### src/rtl/fft_out_reorder.sv
// fft_out_reorder: ping-pong bank buffer turning bit-reversed MDC FFT pairs into a natural-order bin stream
module fft_out_reorder #(
  parameter int DW = 9,
  parameter int N = 32,
  parameter int LOG2N = 5
) (
  input  logic             clk,
  input  logic             rst,
  input  logic             in_valid,
  input  logic [DW-1:0]    in_up_re,
  input  logic [DW-1:0]    in_up_im,
  input  logic [DW-1:0]    in_dn_re,
  input  logic [DW-1:0]    in_dn_im,
  output logic             out_valid,
  output logic [DW-1:0]    out_re,
  output logic [DW-1:0]    out_im,
  output logic [LOG2N-1:0] out_idx,
  output logic             out_sof,
  output logic             ovf
);
  typedef enum logic [1:0] {EMPTY, FULL, READING} bank_t;
  typedef enum logic {IDLE, READ} rd_t;
  bank_t st [2];
  rd_t state;
  logic wr_bank, rd_bank, rd_last, wr_ok;
  logic [LOG2N-2:0] k;
  logic [LOG2N-2:0] kr;
  logic [LOG2N-1:0] raddr;
  logic [2*DW-1:0] mem [2*N];
  assign rd_last = state == READ && raddr == LOG2N'(N - 1);
  // a bank finishing its last read this cycle already counts as free for the writer
  assign wr_ok = in_valid && (st[wr_bank] == EMPTY || (rd_last && rd_bank == wr_bank));
  assign kr = {k[0], k[1], k[2], k[3]};
  // pair k lands at bitrev5(2k) (Up) and bitrev5(2k)+16 (Down)
  always_ff @(posedge clk) begin
    if (wr_ok) begin
      mem[{wr_bank, 1'b0, kr}] <= {in_up_re, in_up_im};
      mem[{wr_bank, 1'b1, kr}] <= {in_dn_re, in_dn_im};
    end
  end
  // bank bookkeeping, read sequencing and registered output stage
  always_ff @(posedge clk or posedge rst) begin
    if (rst) begin
      st[0] <= EMPTY;
      st[1] <= EMPTY;
      state <= IDLE;
      wr_bank <= 1'b0;
      rd_bank <= 1'b0;
      k <= '0;
      raddr <= '0;
      out_valid <= 1'b0;
      out_re <= '0;
      out_im <= '0;
      out_idx <= '0;
      out_sof <= 1'b0;
      ovf <= 1'b0;
    end else begin
      out_valid <= state == READ;
      out_sof <= state == READ && raddr == '0;
      if (state == READ) begin
        {out_re, out_im} <= mem[{rd_bank, raddr}];
        out_idx <= raddr;
      end
      if (in_valid && !wr_ok) ovf <= 1'b1;
      if (state == IDLE) begin
        if (st[rd_bank] == FULL) begin
          state <= READ;
          st[rd_bank] <= READING;
          raddr <= '0;
        end
      end else begin
        raddr <= raddr + 1'b1;
        if (rd_last) begin
          st[rd_bank] <= EMPTY;
          rd_bank <= !rd_bank;
          if (st[!rd_bank] == FULL) st[!rd_bank] <= READING;
          else state <= IDLE;
        end
      end
      // writer updates come last so a write into a just-freed bank wins
      if (wr_ok) begin
        k <= k + 1'b1;
        if (k == '1) begin
          st[wr_bank] <= FULL;
          wr_bank <= !wr_bank;
        end
      end
    end
  end
endmodule

### config.mk
export PLATFORM = sky130hd
export DESIGN_NAME = fft_out_reorder
export DESIGN_NICKNAME = d
export VERILOG_FILES = /design/src/rtl/fft_out_reorder.sv
export SDC_FILE = /design/constraint.sdc
export NUM_CORES = 1
export LEC_CHECK = 0
export ABC_CLOCK_PERIOD_IN_PS = 6400
export BUFFER_PORTS_ARGS = -buffer_cell sky130_fd_sc_hd__buf_4
export CAP_MARGIN = 30
export CORE_MARGIN = 2
export CORE_UTILIZATION = 55
export DETAILED_ROUTE_END_ITERATION = 16
export PLACE_DENSITY = 0.71
export SETUP_SLACK_MARGIN = 0.05
export SYNTH_ARGS = -nofsm -noshare
export SYNTH_HDL_FRONTEND = slang
export SYNTH_SLANG_ARGS = --single-unit
### constraint.sdc
create_clock -name clk -period 6.4 [get_ports clk]
set_clock_uncertainty 0.1 [all_clocks]
set_input_delay 0.32 -clock clk [delete_from_list [all_inputs] [get_ports clk]]
set_output_delay 0.32 -clock clk [all_outputs]
set_load 0.02 [all_outputs]
==> impl_metrics.json, run 1 <==
{
  "io_pins": 65,
  "rr_startpoint": "raddr[0]",
  "fp.dieH_um": 293,
  "finalSetupViolCount": 0,
  "cts_buffer_depth": 3,
  "timing.rr.end": "mem[21][13]",
  "vias": 23117,
  "clk_pin_slew_worst_paths_ns": 0.06,
  "area_growth_pct": 12.6,
  "hold_depth": 1,
  "core_area_sq_mm": 0.0833,
  "avgSynthCellArea_sq_um": 21.2,
  "hold_viol": 0,
  "leakagePower_nw": 15.6,
  "wl_per_cell_um": 34.4,
  "tightest_slew_ns": 1.14,
  "max-slew-margin-rel_pct": 24.2,
  "ys_types": 58,
  "dr.pass1.iters": 6,
  "critPathMaxFanout": 24,
  "hp-class": "input pin to flip-flop",
  "arrival_ns": 4.98,
  "mostFrequentLayoutCell": "edfxtp_1",
  "drv_slew": 0,
  "peakVddDrop_v": 0.000261,
  "cts_made_buffers": 112,
  "critPathLaunchType": "flip-flop",
  "final.min_clock_period_ns": 4.72,
  "synth_edf_count": 1152,
  "dp_cells": 3242,
  "synth-seq-cells": 1194,
  "holdWs_ns": 0.0134,
  "synth_nets": 2211,
  "initial_core_util_pct": 55.3,
  "drv_cap": 0,
  "clock-sinks": 1194,
  "clock_latency_ns": 0.68,
  "htree_levels": 3,
  "drt_iter0_drc": 3307,
  "antenna_found_initial": 10,
  "status": "completed",
  "path_cells": "ha_1 -> and3_1 -> ha_1 -> and2_1 -> a221oi_1 -> nor2b_1 -> nand3b_1 -> nor2_4 -> buf_4",
  "globalRouteOverflowTotal": 0,
  "setup_tns_ns": 0,
  "worst_path_max_delay_cell": "nor2_4",
  "worst_setup_path_end_kind": "flip-flop",
  "layout_common_cells": "edfxtp_1 (1152), mux4_2 (227), clkbuf_16 (113), mux2i_1 (111), buf_4 (97)",
  "rows": 106,
  "grt_pass1_vias": 23008,
  "worstHoldEndpoint": "mem[37][11]",
  "synth_top_area_share_pct": 75.2,
  "place.gp.congestion": 0.931,
  "final_nets": 2326,
  "r2r_cells": 9,
  "syn-cell-area_sq_mm": 0.0460,
  "tritoncts": "done",
  "grt_util_all_layers_pct": 28.1,
  "drive_above_1_share_pct": 25.3,
  "synth_top_cells_by_area": "edfxtp_1 (75%), mux4_2 (11%), mux2i_1 (2.4%), dfrtp_1 (2.3%), mux2_2 (1.2%)",
  "critPathKind": "flip-flop to flip-flop",
  "hp-start": "in_up_re[2]",
  "die_area_sq_mm": 0.0860,
  "clock.fmax_mhz": 212,
  "synth_cells": 2168,
  "grt_max_degree": 148,
  "ys.flop_type": "edfxtp_1",
  "vias_per_cell": 6.70,
  "async_reset_ff_share_pct": 3.52,
  "required_ns": 6.67,
  "max_stage_delay_ns": 0.93,
  "die_w_um": 293,
  "drc": 0,
  "postRouteAntennaNets": 0,
  "grt_pass1_wl_um": 169000,
  "synth-seq-area-share_pct": 77.4,
  "port_buffers": 64,
  "r2r_setup_slack_ns": 1.68,
  "rsz0062_at_grt": "no",
  "routed_wl_um": 119000,
  "finalCritPeriodShare_pct": 73.7,
  "cp_common_cell": "ha_1",
  "cts_root_buffer": "clkbuf_16",
  "fin_cells": 3451,
  "synth_largest_area_cell": "edfxtp_1",
  "ys_warn_count": 0,
  "post-cts-setup-buffer-count": 0,
  "place_hpwl_um": 71500,
  "power_density_mw_per_mm2": 327
}
==> stage by stage <==
step	area, sq um	setup slack (ns)	utilization [%]	total power [W]
after CTS	51800	1.70	62.2	0.0170
after global routing	51800	1.39	62.2	0.0174
after detailed placement	48200	1.75	57.9	0.0107
after floorplan	46000	1.56	-	0.0100
final	51800	1.68	62.2	0.0170
after global placement	47700	0.903	57.3	0.0106
==> registers in the layout, summed over array words and instances, names as in the netlist <==
| name | flops |
|---|---|
| out_sof | 1 |
| out_valid | 1 |
| raddr | 5 |
| st | 4 |
| out_im | 9 |
| k | 4 |
| wr_bank | 1 |
| mem | 1152 |
| rd_bank | 1 |
| out_re | 9 |
| state | 1 |
| out_idx | 5 |
| ovf | 1 |
==> worst max-delay path: cells and delay by family (launching register included) <==
kind	cells	cell delay, ns
buffers and inverters	1	0.36
DFF	1	0.66
AOI/OAI and AO/OA	1	0.12
and+or+nand+nor	5	2.60
adders and majority gates	2	0.53
==> area by class of cell <==
cell class	instances	area (sq um)
Timing Repair Buffer	129	1340
Sequential cell	1194	35700
Multi-Input combinational cell	839	9910
Antenna cell	2	5.00
Tap cell	1080	1350
Fill cell	5620	31500
Clock buffer	136	2910
Inverter	7	26.3
Clock inverter	64	604
==> worst max-delay path by stage <==
stage	slack [ns]	to	startpoint	cells after the start
final	1.68	mem[21][13]	raddr[0]	9
after global routing	1.39	mem[21][5]	raddr[0]	9
after CTS	1.70	mem[5][6]	raddr[0]	9
after detailed placement	1.75	mem[5][5]	raddr[0]	9
after global placement	0.90	out_im[5]	raddr[0]	7
after floorplan	1.56	mem[15][0]	raddr[3]	12
==> timing repair <==
action,4_1_cts,5_1_grt
gates resized for setup,0,0
hold buffers,7,0
hold endpoints to repair,123,0
==> layer usage <==
layer / GRT usage (%) / up-vias / wire length (um)
met4: 12.8 / 4 / 6500
met1: 37.2 / 12039 / 42100
li1: - / 9360 / -
met2: 45.2 / 1419 / 58000
met3: 6.00 / 295 / 12100
met5: 0 / - / 15
==> cell families after synthesis <==
group	synth area share, %
adder cells (fa/ha/maj)	0.109
buffers and inverters	1.59
flip-flops	77.4
AND/OR/NAND/NOR	2.06
AO/OA/AOI/OAI	3.87
XOR/XNOR	0.133
multiplexers	14.8
==> Yosys cell counts, drive strengths merged (17+ instances only) <==
library cell     n
edfxtp        1152
mux4           227
mux2i          111
buf             80
nand2           58
mux2            52
nor2            52
clkbuf          48
dfrtp           42
a21oi           31
a221oi          28
o21ai           25
o22ai           23
nand3           22
o221ai          21
a211oi          20
nor2b           17
==> where the power goes <==
group          total [W]  leakage [nW]  internal (W)  switching (W)
Combinational    0.00142          3.02      0.000475       0.000941
Sequential       0.00912          10.9       0.00898       0.000137
Clock            0.00642          1.72       0.00363        0.00279
No activity file was read; power rests on OpenSTA's default activity.
==> run 2: changes to the inputs <==
--- a/config.mk
+++ b/config.mk
@@ -5,7 +5,7 @@
 export SDC_FILE = /design/constraint.sdc
 export NUM_CORES = 1
 export LEC_CHECK = 0
-export ABC_CLOCK_PERIOD_IN_PS = 6400
+export ABC_CLOCK_PERIOD_IN_PS = 4400
 export BUFFER_PORTS_ARGS = -buffer_cell sky130_fd_sc_hd__buf_4
 export CAP_MARGIN = 30
 export CORE_MARGIN = 2
==> constraint.sdc (replaced) <==
create_clock -name clk -period 4.4 [get_ports clk]
set_clock_uncertainty 0.1 [all_clocks]
set_input_delay 0.22 -clock clk [delete_from_list [all_inputs] [get_ports clk]]
set_output_delay 0.22 -clock clk [all_outputs]
set_load 0.02 [all_outputs]
==> run 2 against run 1 <==
- die area stayed put
- power is 48% higher
- cell count is 1.9% higher
- first-iteration DRC count is 17% lower
- count of clock-buffer cells in the layout is 8 higher
- highest routed layer unchanged
- flip-flop and latch count stayed put
- core utilization is 0.65 points higher
- critical path type unchanged
- worst hold slack better by 0.23 ns
- critical endpoint is now mem[35][15]
- non-clock buffer count is 55 higher
- sequential share of layout area is 0.71 points lower
==> impl_metrics.json, run 2 (synthesized netlist as in run 1, its figures left out) <==
{
  "cts_buffer_depth": 3,
  "grt_util_all_layers_pct": 26.4,
  "antenna_found_initial": 2,
  "port_buffers": 64,
  "clock.fmax_mhz": 262,
  "rsz0062_at_grt": "no",
  "mostFrequentLayoutCell": "edfxtp_1",
  "tritoncts": "done",
  "clock-sinks": 1194,
  "status": "completed",
  "r2r_setup_slack_ns": 0.59,
  "drv_cap": 0,
  "routed_wl_um": 112000,
  "die_w_um": 293,
  "grt_max_degree": 104,
  "drv_slew": 0,
  "grt_pass1_vias": 23462,
  "grt_pass1_wl_um": 163000,
  "clock_latency_ns": 0.68,
  "globalRouteOverflowTotal": 0,
  "dp_cells": 3265,
  "leakagePower_nw": 15.9,
  "critPathLaunchType": "flip-flop",
  "power_density_mw_per_mm2": 480,
  "setup_tns_ns": 0,
  "required_ns": 4.61,
  "max-slew-margin-rel_pct": 29.1,
  "drt_iter0_drc": 2743,
  "drive_above_1_share_pct": 25.9,
  "fp.dieH_um": 293,
  "postRouteAntennaNets": 0,
  "finalPower_w": 0.0251,
  "hp-class": "input pin to async pin",
  "drc": 0,
  "dpl-instance-area_sq_mm": 0.0482,
  "top_regs": "mem x1152, out_im x9, out_re x9",
  "tightest_slew_ns": 1.06,
  "core_area_sq_mm": 0.0833,
  "hold_viol": 0,
  "clk_pin_slew_worst_paths_ns": 0.06,
  "peakVddDrop_v": 0.000397,
  "fin_cells": 3518,
  "die_area_sq_mm": 0.0860,
  "final.min_clock_period_ns": 3.81,
  "critPathKind": "flip-flop to flip-flop",
  "cts_made_buffers": 114,
  "htree_levels": 3,
  "critPathMaxFanout": 19,
  "layout_common_cells": "edfxtp_1 (1152), mux4_2 (227), buf_4 (131), clkbuf_16 (116), mux2i_1 (111)",
  "arrival_ns": 4.02,
  "holdWs_ns": 0.241,
  "post-cts-setup-buffer-count": 0,
  "cts_root_buffer": "clkbuf_16",
  "largest_register_ffs": 1152,
  "initial_core_util_pct": 55.3,
  "rows": 106,
  "final_nets": 2383,
  "largest-register": "mem",
  "area_growth_pct": 13.7,
  "place_hpwl_um": 65500,
  "vias_per_cell": 6.58,
  "dr.pass1.iters": 5,
  "worst_setup_path_end_kind": "flip-flop",
  "io_pins": 65,
  "vias": 23149,
  "wl_per_cell_um": 31.7,
  "finalCritPeriodShare_pct": 86.6,
  "fin_area_sq_mm": 0.0523,
  "finalSetupViolCount": 0,
  "place.gp.congestion": 0.842
}
-- run 2: changes by cell type in the layout (fill, tap and decap cells not counted), moves of 3 or more --
| cell | change |
|---|---|
| clkbuf_16 | +3 |
| dlygate4sd3_1 | +31 |
| clkinvlp_4 | +4 |
| buf_12 | -5 |
| buf_16 | -7 |
| clkbuf_1 | +3 |
| bufinv_16 | +6 |
| a2111oi_0 | +3 |
| buf_4 | +34 |
-- run 2: final cells by class --
class	count	area [sq um]
inverter	7	26.3
tap	1080	1350
antenna	2	5.00
sequential	1194	35700
multi-input combinational	839	9900
clock inverter	68	752
fill	5566	30900
timing repair buffer	184	1620
clock buffer	144	3030
-- run 2: power breakdown --
part           switching [W]  leakage, nW  internal [W]
clock network        0.00409         1.83       0.00579
registers           0.000182         10.9        0.0131
logic                0.00129         3.22      0.000709
-- run 2: final timing paths --
path                       startpoint     endpoint  cells after the start
max                          raddr[0]  mem[35][15]                     11
min                               rst    out_im[7]                      4
max reg2reg                  raddr[0]  mem[35][15]                     11
min reg2reg                out_idx[2]   out_idx[2]                      1
max in group asynchronous         rst     raddr[0]                      4
min in group clk             in_valid          ovf                      3
-- run 2: what timing repair did --
| action | 4_1_cts | 5_1_grt |
|---|---|---|
| hold buffers | 38 | 0 |
| hold endpoints to repair | 1195 | 0 |
| resized for setup | 0 | 0 |
-- run 2: worst max-delay path: stages (launching register included) --
cell	delay, ns
dfrtp_4	0.43
ha_1	0.19
and3_1	0.18
ha_1	0.24
and2_1	0.22
a221oi_1	0.13
nor2b_1	0.20
buf_4	0.20
nand3b_1	0.13
buf_4	0.25
nor2_4	0.64
buf_4	0.48
-- run 2: metal layers --
| metal | GRT usage [%] | routed length, um | up-vias |
|---|---|---|---|
| met5 | 0 | 13 | - |
| met4 | 9.48 | 4040 | 2 |
| met2 | 43.6 | 55900 | 1253 |
| met3 | 3.87 | 9160 | 221 |
| met1 | 36.3 | 42500 | 12209 |
| li1 | - | - | 9464 |
-- run 2: metrics by stage --
step / util, % / worst slack, ns
after floorplan: - / -0.443
after global placement: 57.7 / 0.467
after detailed placement: 57.8 / 0.485
after CTS: 62.8 / 0.469
after global routing: 62.8 / 0.437
final: 62.8 / 0.589
